[src/rtl/arb_pkg.sv]
// Shared constants for the 8-way round-robin arbiter: state encoding and sizes.
package arb_pkg;

  localparam logic ST_IDLE  = 1'b0;
  localparam logic ST_GRANT = 1'b1;

  localparam int N_REQ = 8;
  localparam int IDX_W = 3;

endpackage

[src/rtl/arb_rr8_if.sv]
// Request/grant bundle between eight requesters and the round-robin arbiter.
interface arb_rr8_if;
  import arb_pkg::*;

  logic [N_REQ-1:0] req;
  logic [N_REQ-1:0] grant;
  logic [IDX_W-1:0] grant_idx;
  logic             grant_valid;
  logic             timeout;

  // Requester side: raises requests, observes the grant.
  modport master (
    output req,
    input  grant, grant_idx, grant_valid, timeout
  );

  // Arbiter side: samples requests, drives the grant.
  modport slave (
    input  req,
    output grant, grant_idx, grant_valid, timeout
  );

endinterface

[src/rtl/onehot_dec3to8.sv]
// 3-to-8 one-hot decoder, purely combinational.
module onehot_dec3to8 (
  input  logic [2:0] idx,
  output logic [7:0] onehot
);

  // Map each binary code to its single set bit.
  always_comb begin
    case (idx)
      3'b000:  onehot = 8'h01;
      3'b001:  onehot = 8'h02;
      3'b010:  onehot = 8'h04;
      3'b011:  onehot = 8'h08;
      3'b100:  onehot = 8'h10;
      3'b101:  onehot = 8'h20;
      3'b110:  onehot = 8'h40;
      3'b111:  onehot = 8'h80;
      default: onehot = 8'h00;
    endcase
  end

endmodule

[src/rtl/arb_rr8.sv]
// Round-robin arbiter for eight requesters with a bounded hold time and a
// mandatory idle cycle after every grant. All outputs come from flops.
module arb_rr8
  import arb_pkg::*;
#(
  parameter int MAX_HOLD = 16,
  parameter int CNT_W    = 16
) (
  input  logic sys_clk,
  input  logic sys_rst_n,
  arb_rr8_if.slave bus
);

  localparam logic [CNT_W-1:0] HOLD_LAST = CNT_W'(MAX_HOLD - 1);

  logic             state_q, state_d;
  logic [IDX_W-1:0] ptr_q, ptr_d;
  logic [CNT_W-1:0] cnt_q, cnt_d;
  logic [N_REQ-1:0] grant_q, grant_d;
  logic [IDX_W-1:0] idx_q, idx_d;
  logic             valid_q, valid_d;
  logic             to_q, to_d;

  logic             sel_found;
  logic [IDX_W-1:0] sel_idx;
  logic [IDX_W-1:0] cand;
  logic [N_REQ-1:0] dec_out;

  logic owner_req;
  logic hold_done;
  logic release_now;

  // The current owner keeps the resource while it still requests and has
  // not yet used up its hold budget.
  assign owner_req   = bus.req[idx_q];
  assign hold_done   = (cnt_q == HOLD_LAST);
  assign release_now = !owner_req || hold_done;

  // Rotating priority search: first set request at ptr, ptr+1, ... mod 8.
  always_comb begin
    sel_found = 1'b0;
    sel_idx   = '0;
    cand      = '0;
    for (int k = 0; k < N_REQ; k++) begin
      cand = ptr_q + IDX_W'(k);
      if (!sel_found && bus.req[cand]) begin
        sel_found = 1'b1;
        sel_idx   = cand;
      end
    end
  end

  onehot_dec3to8 u_dec (
    .idx    (sel_idx),
    .onehot (dec_out)
  );

  // State, pointer, hold counter and output registers.
  always_ff @(posedge sys_clk or negedge sys_rst_n) begin
    if (!sys_rst_n) begin
      state_q <= ST_IDLE;
      ptr_q   <= '0;
      cnt_q   <= '0;
      grant_q <= '0;
      idx_q   <= '0;
      valid_q <= 1'b0;
      to_q    <= 1'b0;
    end else begin
      state_q <= state_d;
      ptr_q   <= ptr_d;
      cnt_q   <= cnt_d;
      grant_q <= grant_d;
      idx_q   <= idx_d;
      valid_q <= valid_d;
      to_q    <= to_d;
    end
  end

  // Next-state: leave IDLE on any request, leave GRANT on release or timeout.
  always_comb begin
    state_d = state_q;
    if (state_q == ST_IDLE) begin
      if (sel_found) state_d = ST_GRANT;
    end else begin
      if (release_now) state_d = ST_IDLE;
    end
  end

  // Next values of pointer, counter and registered outputs.
  always_comb begin
    ptr_d   = ptr_q;
    cnt_d   = cnt_q;
    grant_d = grant_q;
    idx_d   = idx_q;
    valid_d = valid_q;
    to_d    = 1'b0;
    if (state_q == ST_IDLE) begin
      if (sel_found) begin
        idx_d   = sel_idx;
        grant_d = dec_out;
        valid_d = 1'b1;
        cnt_d   = '0;
      end else begin
        idx_d   = '0;
        grant_d = '0;
        valid_d = 1'b0;
      end
    end else begin
      if (release_now) begin
        idx_d   = '0;
        grant_d = '0;
        valid_d = 1'b0;
        cnt_d   = '0;
        ptr_d   = idx_q + IDX_W'(1);
        // Only a forced release (owner still requesting) flags timeout.
        to_d    = owner_req;
      end else begin
        cnt_d   = cnt_q + CNT_W'(1);
      end
    end
  end

  assign bus.grant       = grant_q;
  assign bus.grant_idx   = idx_q;
  assign bus.grant_valid = valid_q;
  assign bus.timeout     = to_q;

endmodule

[src/flat_wrapper.sv]
// flat-port wrapper written by rule: the top's interface ports become plain ports
module arb_rr8_flat import arb_pkg::*;
#(
  parameter int MAX_HOLD = 16,
  parameter int CNT_W    = 16
)
  (sys_clk, sys_rst_n, bus_req, bus_grant, bus_grant_idx, bus_grant_valid, bus_timeout);
  arb_rr8_if bus_i ();
  input  logic sys_clk;
  input  logic sys_rst_n;
  input wire logic [$bits(bus_i.req)-1:0] bus_req;
  output wire logic [$bits(bus_i.grant)-1:0] bus_grant;
  output wire logic [$bits(bus_i.grant_idx)-1:0] bus_grant_idx;
  output wire logic [$bits(bus_i.grant_valid)-1:0] bus_grant_valid;
  output wire logic [$bits(bus_i.timeout)-1:0] bus_timeout;
  assign bus_i.req = bus_req;
  assign bus_grant = bus_i.grant;
  assign bus_grant_idx = bus_i.grant_idx;
  assign bus_grant_valid = bus_i.grant_valid;
  assign bus_timeout = bus_i.timeout;
  arb_rr8 #(.MAX_HOLD(MAX_HOLD), .CNT_W(CNT_W)) u_core (.sys_clk(sys_clk), .sys_rst_n(sys_rst_n), .bus(bus_i));
endmodule
[config.mk]
export PLATFORM = sky130hd
export DESIGN_NAME = arb_rr8_flat
export DESIGN_NICKNAME = d
export VERILOG_FILES = /design/src/rtl/arb_pkg.sv /design/src/rtl/arb_rr8_if.sv /design/src/rtl/onehot_dec3to8.sv /design/src/rtl/arb_rr8.sv /design/src/flat_wrapper.sv
export SDC_FILE = /design/constraint.sdc
export NUM_CORES = 1
export LEC_CHECK = 0
export CAP_MARGIN = 40
export CORE_MARGIN = 2
export CORE_UTILIZATION = 53
export DETAILED_ROUTE_END_ITERATION = 12
export HOLD_SLACK_MARGIN = 0.03
export PLACE_DENSITY = 0.88
export SYNTH_ARGS = -nofsm -noshare
export SYNTH_HDL_FRONTEND = slang
export SYNTH_SLANG_ARGS = --single-unit
[constraint.sdc]
create_clock -name sys_clk -period 3.3 [get_ports sys_clk]
set_clock_uncertainty 0.2 [all_clocks]
set_input_delay 0.66 -clock sys_clk [delete_from_list [all_inputs] [get_ports sys_clk]]
set_output_delay 0.66 -clock sys_clk [all_outputs]
set_load 0.01 [all_outputs]
* Word level (Yosys, flattened, before mapping)
Memories as Yosys holds them, arrays and structs flattened.
Cells that the tools add are included.
** Operators by class
- Reduce and logical (&&, ||, !) cells :: 18
- Muxes and demuxes :: 50
- Add/subtract/negate cells :: 9
- Equal/unequal tests :: 2
- $lt $le $gt $ge :: 9
** Operator list (count)
- $mux 16 :: 3
- $lt 3x4->1 const B :: 9
- $mux 3 :: 11
- $bmux 1 s3 :: 9
- $mux 1 :: 24
- $mux 8 :: 3
- $add 16x1->16 const B :: 1
- $eq 16x4->1 const B :: 1
- $add 3x3->3 const B :: 4
- $logic_not 1->1 :: 8
- $logic_and 1x1->1 :: 7
- $add 3x1->3 const B :: 2
- $add 3x2->3 const B :: 2
- $ne 2x2->1 const B :: 1
- $reduce_and 2->1 :: 1
- $reduce_bool 2->1 :: 1
- $logic_or 1x1->1 :: 1
** Storage, ports and cells
- Logic and storage cells :: 96
- Bits in read-only memories :: 64
- Memories kept :: 1
- Register bits after elaboration :: 33
** Memory list
- (no name shown) :: depth 8, bits a word 8, read ports 1, clocked after Yosys merged registers in 0, write ports 0, line onehot_dec3to8.sv:9 : case (idx)

* Depth between registers and ports, before layout
Gate-level depths: netlist of run 1.
An unclocked memory read counts as a cell.
- Depth in word-level cells :: 27
- Mapped depth :: 13

* Cells and area by module
From an unflattened synthesis of run 1, not the netlist that was laid out.
** Second synthesis, totals
- Cell total of the unflattened synthesis :: 251
- Area, all modules :: 2555.0 µm²
** By module, submodules not included
- arb_rr8 :: area an instance 2489.9 µm², instances 1, sequential area each 825.8 µm², cells an instance 243
- onehot_dec3to8 :: area an instance 65.1 µm², instances 1, sequential area each 0.0 µm², cells an instance 8

* Least setup slack after synthesis of run 1
No wires, ideal clock.
- Path kind :: register -> register
- From :: reg u_core.ptr_q[1]
- To :: reg u_core.grant_q[5], in the netlist u_core.bus.grant[5]
- Slack :: 31 ps
- Stages on the path, launching flop included :: 13
- Clock period less this slack :: 3269 ps
- Path buffers :: 3
- Data required time :: 2978 ps
- Arrival time :: 2948 ps
- Path through :: dfrtp_1 buf_6 buf_2 inv_1 ha_1 buf_2 mux2i_1 mux2i_1 o221ai_2 nand4b_4 o31ai_2 nor2_1 a32o_1
** Between the ends
- Cells in the longest elaborated chain, start to end :: 27
- Elaborated cells between the ends (all ways) :: 56
** RTL lines
- start, declared :: line arb_rr8.sv:17 : logic [IDX_W-1:0] ptr_q, ptr_d;
- start signal, assigned :: line arb_rr8.sv:70 : ptr_q <= ptr_d;
- parallel branches: the longest is 25 deep, another holds $add 3x1->3
- $mux 8 (*) :: line arb_rr8.sv:98 : if (sel_found) begin
- $mux 8 (*) :: line arb_rr8.sv:97 : if (state_q == ST_IDLE) begin
- end signal, assigned :: line arb_rr8.sv:72 : grant_q <= grant_d;
- end, declared :: line arb_rr8.sv:19 : logic [N_REQ-1:0] grant_q, grant_d;
Every way passes the cells marked *. The select of a mux whose other input is x is not followed.
A chain may end at the register's enable or synchronous reset.

* Final worst setup path of run 1
- From :: in bus_req[7]
- To :: reg u_core.grant_q[4], in the netlist u_core.bus.grant[4]
** Between the ends
- Cells in the longest elaborated chain, start to end :: 27
- Elaborated cells between the ends (all ways) :: 54
** RTL lines
- start, declared :: line flat_wrapper.sv:11 : input wire logic [$bits(bus_i.req)-1:0] bus_req;
- $bmux 1 s3 :: line arb_rr8.sv:46 : if (!sel_found && bus.req[cand]) begin
- $mux 1 (not written as such) :: line arb_rr8.sv:46
- $mux 1 :: line arb_rr8.sv:46
- $logic_not 1->1 :: line arb_rr8.sv:46
- $logic_and 1x1->1 :: line arb_rr8.sv:46
- $mux 1 :: line arb_rr8.sv:46
- $logic_not 1->1 :: line arb_rr8.sv:46
- $logic_and 1x1->1 :: line arb_rr8.sv:46
- [... 11 more ...]
- $logic_and 1x1->1 :: line arb_rr8.sv:46
- $mux 1 :: line arb_rr8.sv:46
- $logic_not 1->1 :: line arb_rr8.sv:46
- $logic_and 1x1->1 :: line arb_rr8.sv:46
- $mux 3 :: line arb_rr8.sv:46
- $mem_v2 8x8
- $mux 8 :: line arb_rr8.sv:98
- $mux 8 :: line arb_rr8.sv:97
Parallel ways exist; a longest one is shown, timed or not. The select of a mux whose other input is x is not followed.

==> flow_summary.json, run 1 <==
{
  "multiInputGateArea_sq_um": 1700,
  "insertion_delay_ns": 0.28,
  "peakVddDrop_v": 0.000780,
  "cts-root-buf": "clkbuf_8",
  "ys_seq_area_frac": 0.320,
  "r2r-start": "u_core.ptr_q[0]",
  "max_slew_margin": 0.548,
  "antenna_found_initial": 0,
  "grt_max_degree": 34,
  "hold_path.class": "reg2reg",
  "drt_first_pass_iters": 5,
  "die_x_microns": 73.8,
  "fin_crit_sh": 0.982,
  "regToRegEndpoint": "u_core.bus.grant[4]",
  "ant_nets": 0,
  "clock_tree.buffer_depth": 2,
  "wl_mm": 6.85,
  "rr_worst_depth": 10,
  "netlist_top_cells_count": "34 x nand2_1, 33 x dfrtp_1, 32 x o21ai_0",
  "dpl.hpwl_mm": 5.19,
  "power.density_nw_per_um2": 1090,
  "track_usage": 0.259,
  "fillers": 344,
  "start_util": 0.546,
  "htree_levels": 2,
  "worstPathCellList": "clkdlybuf4s50_1 > mux4_2 > nor2_1 > a22oi_1 > nor2_1 > a31oi_1 > o22ai_1 > inv_1 > a32o_1",
  "wire_per_inst_microns": 17.3,
  "ys_warn_count": 0,
  "post-synth-top-count-cell": "nand2_1",
  "cp.required_ns": 3.27,
  "stdcell_count": 397,
  "synthToLayoutAreaGrowth_pct": 26.7,
  "grt_overflow": 0,
  "ios": 23,
  "synthCells": 276,
  "post_cts_buffers": 0,
  "cp-startpoint": "bus_req[7]",
  "io_buffers": 22,
  "maxCapViolCount": 0,
  "drt-met1-wl_mm": 3.11,
  "synthTopCellsByArea": "dfrtp_1 32%, mux4_2 10%, mux2i_1 7.8%",
  "final_nets": 343,
  "fmax_ghz": 0.309,
  "regToRegSetupSlack_ns": 0.07,
  "leakage_uw": 0.00144,
  "die_h_microns": 73.8,
  "vias": 2468,
  "cts_buffers": 5,
  "insertedDiodeCount": 0,
  "cts.sinks": 33,
  "crit_fanout": 6,
  "top_layer": "met4",
  "synth_top_cell_by_area": "dfrtp_1",
  "cp.depth": 9,
  "drtIter0Drc": 315,
  "gp_congestion": 0.937,
  "cts_tree": "yes",
  "hold_viol": 0,
  "cp_slowest_cell": "mux4_2",
  "crit_end": "u_core.bus.grant[4]",
  "synth.avg_cell_area_sq_um": 9.35,
  "drive_gt1_frac": 0.248,
  "status": "finished clean",
  "cp.arrival_ns": 3.21,
  "cp_num_buf_inv": 2,
  "synth_seq_cells": 33,
  "regArea_sq_um": 826,
  "synth_cell_types": 51,
  "grt_pass1_vias": 2222,
  "path_delay_family": "compound AO/OA/AOI/OAI gates",
  "grt_pass1_wl_mm": 10.8,
  "drv_slew": 0,
  "core_area_sq_um": 4720,
  "path_class": "in2reg",
  "via_per_inst": 6.22,
  "cpMostUsedCell": "nor2_1",
  "critical-path-max-stage-delay_ns": 0.57,
  "dominantRegCellSynth": "dfrtp_1",
  "rows": 25,
  "drc_errors": 0,
  "wl_met2_mm": 3.08,
  "worst_slew_pin_slew_ns": 0.679,
  "period_minus_slack_ns": 3.24,
  "placedCellCount": 389,
  "design.die.area_sq_um": 5440,
  "cp-end-kind": "flip-flop",
  "syn_nets": 290,
  "p_total_uw": 3570,
  "wl_met3_microns": 566,
  "clk_pin_slew_ns": 0.06,
  "finalSetupViolations": 0,
  "synth_top_area_frac": 0.320,
  "synth_edf_count": 0,
  "hold_depth": 1,
  "netlist_area_sq_um": 2580,
  "async_flop_share": 1.00,
  "cp-start-kind": "input pin"
}
worst reg2reg max path, stage by stage (launching register included):
cell	delay [ns]
dfrtp_1	0.37
buf_4	0.24
ha_2	0.26
mux4_2	0.52
mux2i_2	0.22
a22oi_1	0.16
nor2_1	0.22
a31oi_1	0.12
o22ai_1	0.37
inv_1	0.15
a32o_1	0.29
cell families (layout without fill, tap and decap cells):
kind of cell    count (synthesis)  count (layout)  share of synthesized area
compound gates                 80              80                      0.204
flops                          33              33                      0.320
fa+ha+maj                       4               4                     0.0194
xor+xnor                        8               8                     0.0330
simple gates                   94              94                      0.185
buf+inv                        21              75                     0.0393
mux                            36              36                      0.200
sequential cells by signal (all words and copies together), names as in the netlist:
name	count
u_core.ptr_q	3
u_core.bus.grant	8
u_core.bus.grant_valid	1
u_core.bus.timeout	1
u_core.bus.grant_idx	3
u_core.state_q	1
u_core.cnt_q	16
area by class of cell:
class / count / area share
Tap cell: 67 / 0.0256
Clock buffer: 7 / 0.0264
Multi-Input combinational cell: 222 / 0.520
Sequential cell: 33 / 0.253
Inverter: 7 / 0.00804
Timing Repair Buffer: 60 / 0.158
Clock inverter: 1 / 0.00918
stage by stage:
stage / setup WS [ns] / TNS, ns / util / cell area (sq um) / hold WS (ns)
after CTS: 0.00445 / 0 / 0.682 / 3220 / 0.286
after global routing: -0.00995 / -0.0115 / 0.692 / 3270 / 0.317
after detailed placement: -0.283 / -3.66 / 0.655 / 3100 / 0.273
final: 0.0587 / 0 / 0.692 / 3270 / 0.282
after floorplan: 0.0309 / 0 / - / 2580 / 0.164
after global placement: -0.197 / -1.90 / 0.655 / 3100 / 0.275
layer usage:
metal | track usage | vias up
li1 | - | 1145
met1 | 0.392 | 1191
met2 | 0.376 | 120
met3 | 0.0562 | 12
met4 | 0.0687 | 0
met5 | 0 | -
power by group:
group / leakage [uW] / internal (uW) / switching (uW) / total (uW)
logic: 0.000940 / 1150 / 1450 / 2600
clock network: 0.0000585 / 246 / 140 / 386
registers: 0.000444 / 497 / 95.7 / 592
total: 0.00144 / 1890 / 1680 / 3570
repair_timing:
item	CTS	global route
endpoints found under the setup margin	10	15
hold buffers	0	0
gates cloned	0	0
resized for setup	2	12
placed cells by master (no fill, tap or decap), types with 2 or more instances in the layout:
cell type,Yosys,routed
mux2_2,4,4
o221a_2,2,2
nor2b_1,2,2
xor2_2,2,3
nor2_1,22,22
nand4b_1,2,2
xor2_1,4,3
mux2i_2,0,3
nand3_1,9,9
o22ai_1,2,2
nand2b_1,5,5
mux4_2,12,12
a221oi_1,3,2
inv_1,6,6
a22o_1,2,2
a31oi_1,3,3
buf_4,2,37
dfrtp_1,33,33
o211ai_1,2,2
clkbuf_8,0,6
o21ai_0,32,32
a32o_1,4,4
a21oi_1,12,12
mux2i_1,20,17
nand2_1,34,34
a22oi_1,2,2
clkdlybuf4s50_1,0,19
xnor2_1,2,2
and3_1,9,9
ha_2,0,2
o221ai_2,1,2
or3_1,3,3
nor4_1,3,3
o21ai_1,3,3
ha_1,4,2
dlymetal6s2s_1,0,3
worst min path at each step:
| stage | from | endpoint |
|---|---|---|
| 2_1_floorplan | sys_rst_n | u_core.bus.grant[0] |
| 3_3_place_gp | u_core.bus.grant_valid | u_core.bus.grant_valid |
| 3_5_place_dp | u_core.bus.grant_valid | u_core.bus.grant_valid |
| 4_1_cts | u_core.bus.grant_valid | u_core.bus.grant_valid |
| 5_1_grt | u_core.bus.grant_valid | u_core.bus.grant_valid |
| 6_report | u_core.bus.grant_valid | u_core.bus.grant_valid |
Note: power is estimated with default switching activity, not from simulation.
==> run 2: changes to the inputs <==
--- a/config.mk
+++ b/config.mk
@@ -6,7 +6,6 @@
 export NUM_CORES = 1
 export LEC_CHECK = 0
 export CAP_MARGIN = 40
-export CORE_MARGIN = 2
 export CORE_UTILIZATION = 53
 export DETAILED_ROUTE_END_ITERATION = 12
 export HOLD_SLACK_MARGIN = 0.03
==> run 2 against run 1 <==
Fmax increased by 1.1%. Power increased by 1.4%. Utilization increased by 0.46 points. Die area fell by 5.3%. Combinational power barely moved. Sequential power grew 3%. Highest routed layer unchanged.
==> flow_summary.json, run 2 (synthesized netlist as in run 1, its figures left out) <==
{
  "peakVddDrop_v": 0.000712,
  "drtIter0Drc": 248,
  "cp-end-kind": "flip-flop",
  "grt_overflow": 0,
  "cts_buffers": 5,
  "fin_crit_sh": 0.972,
  "wire_per_inst_microns": 18.6,
  "via_per_inst": 6.57,
  "antenna_found_initial": 0,
  "rows": 25,
  "fin_area_sq_um": 3270,
  "hold_path.class": "reg2reg",
  "p_switching_uw": 1690,
  "crit_fanout": 6,
  "final_common_cell": "nand2_1",
  "final_nets": 339,
  "max_slew_margin": 0.526,
  "final_cell_mix": "34 x nand2_1, 32 x o21ai_0, 32 x buf_4, 32 x dfrtp_1, 21 x nor2_1",
  "sw_frac_of_total": 0.466,
  "ant_nets": 0,
  "hold_viol": 0,
  "io_buffers": 22,
  "cp.arrival_ns": 3.22,
  "status": "finished clean",
  "worst_slack_ns": 0.0939,
  "largest_reg_flops": 16,
  "grt_pass1_vias": 2266,
  "worst_slew_pin_slew_ns": 0.711,
  "drt_first_pass_iters": 5,
  "drive_gt1_frac": 0.255,
  "seqPwrFrac": 0.168,
  "htree_levels": 2,
  "wl_mm": 7.07,
  "largest_register": "u_core.cnt_q",
  "hold_slack_ns": 0.289,
  "gp_congestion": 0.972,
  "cts.sinks": 33,
  "dpl.hpwl_mm": 5.11,
  "leakage_uw": 0.00144,
  "synthToLayoutAreaGrowth_pct": 26.7,
  "r2r-start": "u_core.ptr_q[0]",
  "hp-start": "u_core.bus.grant_valid",
  "internal_power_uw": 1940,
  "drc_errors": 0,
  "cts-root-buf": "clkbuf_8",
  "regToRegEndpoint": "u_core.cnt_q[3]",
  "multiInputGateArea_sq_um": 1730,
  "core_area_sq_um": 4690,
  "fillers": 322,
  "insertion_delay_ns": 0.28,
  "grt_max_degree": 34,
  "rr_worst_depth": 10,
  "hold_depth": 1,
  "hold_path_end": "u_core.bus.grant_valid",
  "regArea_sq_um": 827,
  "design.die.area_sq_um": 5150,
  "clk_pin_slew_ns": 0.07,
  "cp.required_ns": 3.31,
  "fmax_ghz": 0.312,
  "grt_pass1_wl_mm": 11.3,
  "ios": 23,
  "pwr-share-clk": 0.107,
  "die_x_microns": 71.8,
  "clock_tree.buffer_depth": 2,
  "dp_worst_setup_slack_ns": -0.234,
  "regToRegSetupSlack_ns": 0.23,
  "die_h_microns": 71.8,
  "insertedDiodeCount": 0,
  "path_class": "in2reg",
  "combPwrFrac": 0.725,
  "power.density_nw_per_um2": 1110,
  "post_cts_buffers": 0,
  "drv_slew": 0,
  "finalSetupViolations": 0,
  "cts_tree": "yes",
  "cp-start-kind": "input pin",
  "maxCapViolCount": 0,
  "vias": 2496,
  "start_util": 0.550,
  "track_usage": 0.287,
  "period_minus_slack_ns": 3.21,
  "dpl_cell_area_sq_um": 3060
}
-- run 2: repair_timing --
action                     4_1_cts  5_1_grt
cloned                           0        0
hold buffers                     0        0
resized for setup                1       20
setup endpoints to repair        2       27
-- run 2: worst max-delay path, cell delays in order --
cell and delay (ns):
clkdlybuf4s50_1 0.53, mux4_2 0.57, a21oi_1 0.26, a22oi_2 0.12, nand4b_4 0.23, o31ai_2 0.34
buf_4 0.20, nand2_1 0.14, a21oi_1 0.16
-- run 2: how the worst max path moves through the flow --
stage / start / end / cells after the start
floorplan: u_core.ptr_q[1] / u_core.bus.grant[5] / 12
global placement: bus_req[1] / u_core.bus.grant[6] / 9
detailed placement: bus_req[1] / u_core.bus.grant[6] / 9
CTS: u_core.ptr_q[0] / u_core.bus.grant[6] / 10
global route: bus_req[7] / u_core.bus.grant[6] / 9
finish: bus_req[7] / u_core.cnt_q[3] / 9
-- run 2: routing by layer --
layer,share of wire,GRT usage
met5,0,0
met4,0.025,0.0763
met3,0.073,0.0563
met2,0.47,0.458
met1,0.43,0.403
-- run 2: area by class of cell --
cell class,instances,share of cell area
multi-input cells,222,0.529
flip-flops and latches,33,0.253
repair buffers,56,0.153
clock buffers,7,0.0264
well taps,54,0.0207
clock inverters,1,0.00918
inverters,7,0.00804
-- run 2: per-stage QoR --
stage,cells,setup TNS [ns],total power [uW],util
2_1_floorplan,276,0,2250,-
3_3_place_gp,372,-0.792,2940,0.653
3_5_place_dp,372,-2.25,3000,0.653
4_1_cts,380,0,3410,0.678
5_1_grt,380,-0.128,3860,0.697
6_report,380,0,3620,0.697
-- run 2: power groups by stage --
stage          Combinational (uW)  Clock (uW)  Sequential, uW
5_1_grt                      2840         403             619
2_1_floorplan                1670           0             586
6_report                     2630         387             609
3_3_place_gp                 2340           0             601
3_5_place_dp                 2400           0             606
4_1_cts                      2410         392             601
